## config.mk

```make
export PLATFORM = sky130hd
export DESIGN_NAME = alu_cmd_sequencer
export DESIGN_NICKNAME = d
export VERILOG_FILES = /design/src/rtl/alu_seq_pkg.sv /design/src/rtl/cmd_fifo.sv /design/src/rtl/alu_cmd_sequencer.sv
export SDC_FILE = /design/constraint.sdc
export NUM_CORES = 1
export LEC_CHECK = 0
export CAP_MARGIN = 10
export CORE_MARGIN = 5
export CORE_UTILIZATION = 26
export CTS_CLUSTER_DIAMETER = 120
export DETAILED_ROUTE_END_ITERATION = 16
export SKIP_CTS_REPAIR_TIMING = 1
export SYNTH_ARGS = -nofsm -noshare
export SYNTH_HDL_FRONTEND = slang
export SYNTH_SLANG_ARGS = --single-unit
```

## constraint.sdc

```tcl
create_clock -name clk -period 4.3 [get_ports clk]
set_clock_uncertainty 0.2 [all_clocks]
set_input_delay 0.43 -clock clk [delete_from_list [all_inputs] [get_ports clk]]
set_output_delay 0.43 -clock clk [all_outputs]
set_load 0.05 [all_outputs]
```

## src/rtl/alu_seq_pkg.sv

```systemverilog
// Shared types and default widths for the ALU command sequencer.
// The state encoding is visible to the top-level FSM only.
package alu_seq_pkg;

    typedef enum logic [1:0] {
        IDLE  = 2'd0,
        ISSUE = 2'd1,
        WAIT  = 2'd2,
        HOLD  = 2'd3
    } seq_state_t;

    localparam int CMD_W_DEF  = 12;
    localparam int DATA_W_DEF = 32;

endpackage

```

## src/rtl/cmd_fifo.sv

```systemverilog
// Synchronous FIFO with occupancy count and async active-low reset.
// Pushes while full and pops while empty are ignored.
module cmd_fifo #(
    parameter int W     = 12,
    parameter int DEPTH = 8,
    parameter int CNT_W = $clog2(DEPTH) + 1
) (
    input  logic             clk,
    input  logic             rst_n,
    input  logic             push,
    input  logic [W-1:0]     wr_data,
    input  logic             pop,
    output logic [W-1:0]     rd_data,
    output logic [CNT_W-1:0] count,
    output logic             full,
    output logic             empty
);

    localparam int AW = $clog2(DEPTH);

    logic [W-1:0]  mem [DEPTH];
    logic [AW-1:0] wr_ptr;
    logic [AW-1:0] rd_ptr;
    logic          do_push;
    logic          do_pop;

    assign full    = (count == CNT_W'(DEPTH));
    assign empty   = (count == '0);
    assign do_push = push && !full;
    assign do_pop  = pop && !empty;
    assign rd_data = mem[rd_ptr];

    always_ff @(posedge clk) begin
        if (do_push) begin
            mem[wr_ptr] <= wr_data;
        end
    end

    // DEPTH is a power of two, so the pointers wrap by natural overflow.
    always_ff @(posedge clk or negedge rst_n) begin
        if (!rst_n) begin
            wr_ptr <= '0;
            rd_ptr <= '0;
            count  <= '0;
        end else begin
            if (do_push) begin
                wr_ptr <= wr_ptr + 1'b1;
            end
            if (do_pop) begin
                rd_ptr <= rd_ptr + 1'b1;
            end
            case ({do_push, do_pop})
                2'b10:   count <= count + 1'b1;
                2'b01:   count <= count - 1'b1;
                default: count <= count;
            endcase
        end
    end

endmodule

```

## src/rtl/alu_cmd_sequencer.sv

```systemverilog
// Initiator for the ALU controller: queues host commands, issues one at a
// time with a run strobe, and returns the response or a timeout result.
module alu_cmd_sequencer
    import alu_seq_pkg::*;
#(
    parameter int CMD_W   = CMD_W_DEF,
    parameter int DATA_W  = DATA_W_DEF,
    parameter int DEPTH   = 8,
    parameter int TIMEOUT = 16
) (
    input  logic                     clk,
    input  logic                     rst_n,
    input  logic [CMD_W-1:0]         cmd_in,
    input  logic                     cmd_in_valid,
    output logic                     cmd_in_ready,
    output logic [CMD_W-1:0]         command,
    output logic                     run,
    input  logic                     resp_valid,
    input  logic [DATA_W-1:0]        resp_y,
    input  logic                     resp_z,
    output logic [DATA_W-1:0]        res_y,
    output logic                     res_z,
    output logic                     res_timeout,
    output logic                     res_valid,
    input  logic                     res_ready,
    output logic                     busy,
    output logic [$clog2(DEPTH):0]   fifo_count
);

    localparam int TW = $clog2(TIMEOUT);
    localparam logic [TW-1:0] TO_LAST = TW'(TIMEOUT - 1);

    seq_state_t      state;
    logic [TW-1:0]   to_cnt;
    logic [CMD_W-1:0] fifo_rd;
    logic            fifo_full;
    logic            fifo_empty;
    logic            push;
    logic            pop;

    // Ready depends on occupancy only; a same-cycle pop does not free a slot.
    assign cmd_in_ready = !fifo_full;
    assign push         = cmd_in_valid && cmd_in_ready;
    assign pop          = (state == IDLE) && !fifo_empty;
    assign busy         = (state != IDLE) || !fifo_empty;

    cmd_fifo #(
        .W     (CMD_W),
        .DEPTH (DEPTH)
    ) u_fifo (
        .clk     (clk),
        .rst_n   (rst_n),
        .push    (push),
        .wr_data (cmd_in),
        .pop     (pop),
        .rd_data (fifo_rd),
        .count   (fifo_count),
        .full    (fifo_full),
        .empty   (fifo_empty)
    );

    always_ff @(posedge clk or negedge rst_n) begin
        if (!rst_n) begin
            state       <= IDLE;
            command     <= '0;
            run         <= 1'b0;
            to_cnt      <= '0;
            res_y       <= '0;
            res_z       <= 1'b0;
            res_timeout <= 1'b0;
            res_valid   <= 1'b0;
        end else begin
            case (state)
                IDLE: begin
                    if (!fifo_empty) begin
                        command <= fifo_rd;
                        run     <= 1'b1;
                        state   <= ISSUE;
                    end
                end
                ISSUE: begin
                    run    <= 1'b0;
                    to_cnt <= '0;
                    state  <= WAIT;
                end
                WAIT: begin
                    // A real response takes priority over the terminal count.
                    if (resp_valid) begin
                        res_y       <= resp_y;
                        res_z       <= resp_z;
                        res_timeout <= 1'b0;
                        res_valid   <= 1'b1;
                        state       <= HOLD;
                    end else if (to_cnt == TO_LAST) begin
                        res_y       <= '0;
                        res_z       <= 1'b0;
                        res_timeout <= 1'b1;
                        res_valid   <= 1'b1;
                        state       <= HOLD;
                    end else begin
                        to_cnt <= to_cnt + 1'b1;
                    end
                end
                HOLD: begin
                    if (res_ready) begin
                        res_valid <= 1'b0;
                        state     <= IDLE;
                    end
                end
                default: state <= IDLE;
            endcase
        end
    end

endmodule

```

# [Word level (Yosys, flattened, before mapping)]
# Memory sizes are Yosys's and may differ from the RTL's. A register that Yosys moved wholly into a read port is not among the register bits.
# Index checks and enable logic that the tools add are counted.
[totals] reg_bits=52 ram_bits=96 n_memories=1 wordCells=73
[memory_table] memory="u_fifo.mem" depth=8 width=12 read_ports=1 rd_clocked_by_memory_dff=1 wr=1 line_no="cmd_fifo.sv:21" rtl="logic [W-1:0] mem [DEPTH];"
[classes] bitwise=1 add_sub_neg=5 eq_ne=12 muxes=22 n_reduce_logical=22
[ops] op="two-way mux 32 bit" n=2
[ops] op="case mux 4 bit (2 select lines)" n=2
[ops] op="nonzero test 2 bit" n=6
[ops] op="two-way mux 1 bit" n=9
[ops] op="AND reduction 3 bit" n=3
[ops] op="adder 4 x 1 -> 4 bit, second input constant" n=2
[ops] op="== test 4 bit, second input constant" n=2
[ops] op="two-way mux 2 bit" n=4
[ops] op="two-way mux 4 bit" n=2
[ops] op="inequality test 2 bit, second input constant" n=4
[ops] op="case mux 2 bit (4 select lines)" n=1
[ops] op="adder 3 x 1 -> 3 bit, second input constant" n=2
[ops] op="== test 2 bit, second input constant" n=3
[ops] op="AND reduction 2 bit" n=3
[ops] op="== test 2 x 1 -> 1 bit, second input constant" n=2
[ops] op="logical AND 1 bit" n=4
[ops] op="logical NOT 4 bit" n=1
[ops] op="case mux 1 bit (2 select lines)" n=2
[ops] op="subtractor 4 x 1 -> 4 bit, second input constant" n=1
[ops] op="logical NOT 1 bit" n=3
[ops] op="inequality test 3 bit, second input constant" n=1
[ops] op="logical NOT 2 bit" n=1
[ops] op="logical OR 1 bit" n=1
[ops] op="NOT 1 bit" n=1

# [Longest topological paths before layout]
[logic_depth] ltp_word=6 mapped_depth=12 ltp_nobuf=11

# [Hierarchy]
# From an unflattened synthesis, not the netlist that was laid out.
[unflattened] cells_unflattened=362 area_unflattened_um2=6485.0
[modules_own_cells] module="cmd_fifo" area_each_um2=4335.4 instances=1 cells_per_inst=206
[modules_own_cells] module="alu_cmd_sequencer" area_each_um2=2149.6 instances=1 cells_per_inst=156

# [Least setup slack after synthesis]
# No wires, ideal clock.
[synth_path] path_kind="register to register" startpoint="reg u_fifo.count[1]" endpoint="mem u_fifo.mem[0][0], enable pin" path_buffers=0 synth_period_minus_slack_ns=2.973 arrival_ns=2.376 path_stages_with_launch=5 path_slack_ns=1.327 path_cell_list="dfrtp_1 or4b_4 nand2_2 or2_2 nor3_1"
[synth_between] elab_chain_cells=6
[synth_rtl] element="start: declaration" line_no="cmd_fifo.sv:14" rtl="output logic [CNT_W-1:0] count,"
[synth_rtl] element="start signal: assignment" line_no="cmd_fifo.sv:53" rtl="2'b10: count <= count + 1'b1;"
[synth_rtl] element="start signal: assignment" line_no="cmd_fifo.sv:54" rtl="2'b01: count <= count - 1'b1;"
[synth_rtl] element="start signal: assignment" line_no="cmd_fifo.sv:55" rtl="default: count <= count;"
[synth_rtl] element="== test 4 bit *" line_no="cmd_fifo.sv:27" rtl="assign full = (count == CNT_W'(DEPTH));"
[synth_rtl] element="logical NOT 1 bit *" line_no="alu_cmd_sequencer.sv:42" rtl="assign cmd_in_ready = !fifo_full;"
[synth_rtl] element="via cmd_in_ready" line_no="alu_cmd_sequencer.sv:15" rtl="output logic cmd_in_ready,"
[synth_rtl] element="logical AND 1 bit" line_no="alu_cmd_sequencer.sv:43" rtl="assign push = cmd_in_valid && cmd_in_ready;"
[synth_rtl] element="logical AND 1 bit *" line_no="cmd_fifo.sv:29" rtl="assign do_push = push && !full;"
[synth_rtl] element="two-way mux 1 bit *" line_no="cmd_fifo.sv:34" rtl="if (do_push) begin"
[synth_rtl] element="two-way mux 1 bit (implied by the code) *" line_no="cmd_fifo.sv:35" rtl="mem[wr_ptr] <= wr_data;"
[synth_rtl] element="end: declaration" line_no="cmd_fifo.sv:21"
# Mark *: on every way through the listed nets, which the timed path passes. The rest lies on a longest branch.

# [Final worst setup path]
[layout_path] startpoint="reg u_fifo.count[2]" endpoint="reg u_fifo.count[2]"
[layout_between] elab_chain_cells=6 elab_cells_between_ends=14 classes_between="add/sub: 2; eq/ne: 3; mux: 1; reduce/logical: 8"
[layout_rtl] element="logical NOT 4 bit *" line_no="cmd_fifo.sv:28" rtl="assign empty = (count == '0);"
[layout_rtl] element="logical NOT 1 bit *" line_no="alu_cmd_sequencer.sv:44" rtl="assign pop = (state == IDLE) && !fifo_empty;"
[layout_rtl] element="logical AND 1 bit *" line_no="alu_cmd_sequencer.sv:44"
[layout_rtl] element="via pop" line_no="alu_cmd_sequencer.sv:39" rtl="logic pop;"
[layout_rtl] element="logical AND 1 bit *" line_no="cmd_fifo.sv:30" rtl="assign do_pop = pop && !empty;"
[layout_rtl] element="== test 2 x 1 -> 1 bit or == test 2 bit (tied branches)" line_no="cmd_fifo.sv:52" rtl="case ({do_push, do_pop})"
[layout_rtl] element="case mux 4 bit (2 select lines) or nonzero test 2 bit (tied branches)"
# Marked as above.
# A chain may end at the register's enable or synchronous reset.

==> impl_metrics.env <==
export IMPL_class_of_the_worst_hold_path="reg -> reg"
export IMPL_most_common_cell_type_on_the_critical_path="sky130_fd_sc_hd__xor2_1"
export IMPL_post_synth_instance_area_mm2=0.00641
export IMPL_result_of_the_run="completed"
export IMPL_yosysMostFrequentCell="sky130_fd_sc_hd__edfxtp_1"
export IMPL_worst_pin_slew_ns=1.23
export IMPL_unrepaired_setup_endpoints_after_global_routing="false"
export IMPL_grt_util_all_layers_pct=10.0
export IMPL_critical_path_top_delay_family="simple AND/OR/NAND/NOR gates"
export IMPL_synth_distinct_cells=38
export IMPL_cp_data_required_time_ns=4.39
export IMPL_final_setup_violation_count=0
export IMPL_die_area_mm2=0.0279
export IMPL_drt_wirelength_per_cell_um=16.3
export IMPL_slew_headroom_pct=18.1
export IMPL_drt_antenna_violating_nets=0
export IMPL_min_path_cells=2
export IMPL_antennaDiodeCount=0
export IMPL_core_region_area_mm2=0.0243
export IMPL_drc=0
export IMPL_wire_length_of_the_first_global_routing_pass_mm=21.9
export IMPL_grt_remaining_overflow=0
export IMPL_hpwl_mm=10.1
export IMPL_final_hold_viol_count=0
export IMPL_cap_viol_max_count=0
export IMPL_synth_top_cells_by_count="sky130_fd_sc_hd__edfxtp_1 (96), sky130_fd_sc_hd__dfrtp_1 (64), sky130_fd_sc_hd__a22o_1 (33)"
export IMPL_cp_max_fo=27
export IMPL_post_drt_via_cell_ratio=4.41
export IMPL_setup_worst_path_start_class="flip-flop"
export IMPL_drt_total_wl_mm=13.9
export IMPL_pwr_density_cell_mw_per_mm2=786
export IMPL_syn_mean_instance_area_um2=15.9
export IMPL_cts_sinks=160
export IMPL_port_buffers=103
export IMPL_core_rowCount=57
export IMPL_critical_path_slowest_cell="sky130_fd_sc_hd__dfrtp_1"
export IMPL_synthDominantCellAreaShare_pct=45.0
export IMPL_critical_path_reg2reg_startpoint="u_fifo.count[2]"
export IMPL_routabilityCongestion=0.830
export IMPL_final_hold_worst_slack_ns=0.292
export IMPL_numnets_final=573
export IMPL_r2r_end="u_fifo.count[2]"
export IMPL_worstPathBufferInverterCount=2
export IMPL_r2r_slack_ns=1.34
export IMPL_clk_root_buffer_cell="sky130_fd_sc_hd__clkbuf_16"
export IMPL_vdd_ir_drop_worst_mv=0.371
export IMPL_tritoncts_num_buffers=17
export IMPL_grt_pass1_vias=3944
export IMPL_worstRegToRegCells=11
export IMPL_leakage_nw=3.16
export IMPL_critical_path_cell_count=11
export IMPL_finalSetupTns_ns=0
export IMPL_floorplan_io_pins=104
export IMPL_share_seq_of_total_power_pct=36.0
export IMPL_synth_ff_latch_count=160
export IMPL_worstSetupPathType="reg -> reg"
export IMPL_synthFlopType="sky130_fd_sc_hd__edfxtp_1"
export IMPL_synth_enable_flop_cells=96
export IMPL_worst_hold_startpoint="command[2]"
export IMPL_crit_start="u_fifo.count[2]"
export IMPL_final_min_period_over_clock_period_pct=68.9
export IMPL_slowest_delay_ns=0.45
export IMPL_p_clk_share_pct=21.9
export IMPL_int_pwr_w=0.00395
export IMPL_clkSlewWorstSetupHoldPaths_ns=0.06
export IMPL_yosys_area_top_type="sky130_fd_sc_hd__edfxtp_1"
export IMPL_layout_drive_gt1_share_pct=15.2
export IMPL_die_height_um=167
export IMPL_synth_cells=404
export IMPL_area_growth_syn_to_layout_pct=29.7
export IMPL_synth_async_reset_ratio_pct=40.0
export IMPL_die_width_um=167
export IMPL_grt_start_max_net_pins=38
export IMPL_min_period_ns=2.96
export IMPL_combinationalPowerShare_pct=42.1
export IMPL_crit_path_cell_trace="nor4_1, nand2b_1, buf_4, inv_2, ha_1, xor2_1, ha_1, a21oi_1, xor2_1, nor2_1, xor2_1"
export IMPL_number_of_optimization_iterations_in_the_first_detailed_route_pass=4
export IMPL_ys_warn_count=0
export IMPL_drt_first_iter_violations=237
export IMPL_swShare_pct=39.5
export IMPL_fmaxAchievable_mhz=338
export IMPL_synth_seq_area_share_pct=70.0
export IMPL_synth_fp_nets=465
export IMPL_clk_latency_ns=0.42
export IMPL_drv_slew=0
export IMPL_max_clock_path_buffers=2
export IMPL_synth_top_cells_by_area="sky130_fd_sc_hd__edfxtp_1 (45%), sky130_fd_sc_hd__dfrtp_1 (25%), sky130_fd_sc_hd__mux2_2 (4.7%)"
export IMPL_htreeDepth=4
export IMPL_initial_utilization_pct=26.3
export IMPL_cp_arrival_ns=3.05
export IMPL_worst_hold_path_endpoint="command[2]"
export IMPL_antenna_found_initial=0
export IMPL_vias=3743
export IMPL_power_switching_w=0.00258
export IMPL_critical_path_endpoint_type="flip-flop"
export IMPL_tritoncts="built"
[metal layers]
| layer | up-vias | track usage (%) | part of all wire, % |
|---|---|---|---|
| li1 | 1761 | - | - |
| met1 | 1840 | 12.8 | 46 |
| met2 | 125 | 15.9 | 47 |
| met3 | 17 | 3.70 | 5.6 |
| met4 | 0 | 3.02 | 1.3 |
| met5 | - | 0 | 0 |
[cells in the final DEF (no fill, tap or decap), types with 2 or more instances in the layout]
cell,n
sky130_fd_sc_hd__nor4bb_1,2
sky130_fd_sc_hd__nor2b_1,3
sky130_fd_sc_hd__or2_2,2
sky130_fd_sc_hd__o22ai_1,12
sky130_fd_sc_hd__edfxtp_1,96
sky130_fd_sc_hd__nor3_1,5
sky130_fd_sc_hd__clkbuf_16,17
sky130_fd_sc_hd__buf_4,5
sky130_fd_sc_hd__nand2b_1,7
sky130_fd_sc_hd__ha_1,11
sky130_fd_sc_hd__mux2_2,27
sky130_fd_sc_hd__xor2_1,4
sky130_fd_sc_hd__inv_1,4
sky130_fd_sc_hd__dfrtp_1,63
sky130_fd_sc_hd__a22o_1,33
sky130_fd_sc_hd__nand2_1,22
sky130_fd_sc_hd__mux2i_1,26
sky130_fd_sc_hd__xnor2_1,5
sky130_fd_sc_hd__a221o_1,12
sky130_fd_sc_hd__nand3_1,6
sky130_fd_sc_hd__clkdlybuf4s50_1,102
sky130_fd_sc_hd__o21ai_2,8
sky130_fd_sc_hd__inv_6,5
sky130_fd_sc_hd__o21ai_1,5
sky130_fd_sc_hd__clkinv_2,4
sky130_fd_sc_hd__nor2_1,11
sky130_fd_sc_hd__clkinvlp_4,2
sky130_fd_sc_hd__o21ai_0,5
sky130_fd_sc_hd__a21oi_1,4
[layout make-up]
| type | instances | area [um2] |
|---|---|---|
| clock buffer | 18 | 439 |
| clock inverter | 14 | 129 |
| fill | 2311 | 16000 |
| inverter | 5 | 18.8 |
| multi-input combinational | 218 | 1740 |
| sequential | 160 | 4490 |
| tap | 324 | 405 |
| timing repair buffer | 110 | 1090 |
[registers in the layout (all words and copies together), names as in the netlist]
name and count:
u_fifo.rd_ptr 3, u_fifo.count 4, u_fifo.wr_ptr 3, res_timeout 1, res_valid 1, run 1, command 12, u_fifo.mem 96
state 2, res_z 1, to_cnt 4, res_y 32
[worst min-delay path: cells and delay by family, from the launching register on]
family	cells	cell delay, ns
AND/OR/NAND/NOR	1	0.07
flip-flops	1	0.35
AO/OA/AOI/OAI	1	0.05
[kinds of logic after synthesis]
group                      Yosys count  synth area share [%]
AOI/OAI and AO/OA                   81                  9.98
muxes                               53                  8.81
xor gates and xnor gates             9                  1.23
DFF                                160                  70.0
and+or+nand+nor                     64                  5.00
buffers and inverters               26                  2.83
adders and majority gates           11                  2.15
[per-stage QoR]
step	area, um2	instances	setup WS [ns]	util [%]	total power (W)
floorplan	6410	404	1.33	-	0.00434
global placement	7710	815	1.44	31.7	0.00508
detailed placement	7710	815	1.33	31.7	0.00516
CTS	8280	847	1.31	34.1	0.00661
global route	8310	849	1.18	34.2	0.00686
finish	8310	849	1.34	34.2	0.00653
[power groups by stage]
| stage | Sequential [W] | Clock [W] | Combinational (W) |
|---|---|---|---|
| after floorplan | 0.00308 | 0 | 0.00126 |
| after global placement | 0.00236 | 0 | 0.00272 |
| after detailed placement | 0.00239 | 0 | 0.00277 |
| after CTS | 0.00235 | 0.00147 | 0.00278 |
| after global routing | 0.00240 | 0.00153 | 0.00293 |
| final | 0.00235 | 0.00143 | 0.00275 |
[worst max-delay path by stage]
stage / to / slack [ns]
finish: u_fifo.count[2] / 1.34
global route: u_fifo.count[2] / 1.18
CTS: u_fifo.count[2] / 1.31
detailed placement: u_fifo.count[2] / 1.33
global placement: u_fifo.count[2] / 1.44
floorplan: u_fifo.mem[0][0] / 1.33
No activity file was read; power rests on OpenSTA's default activity.
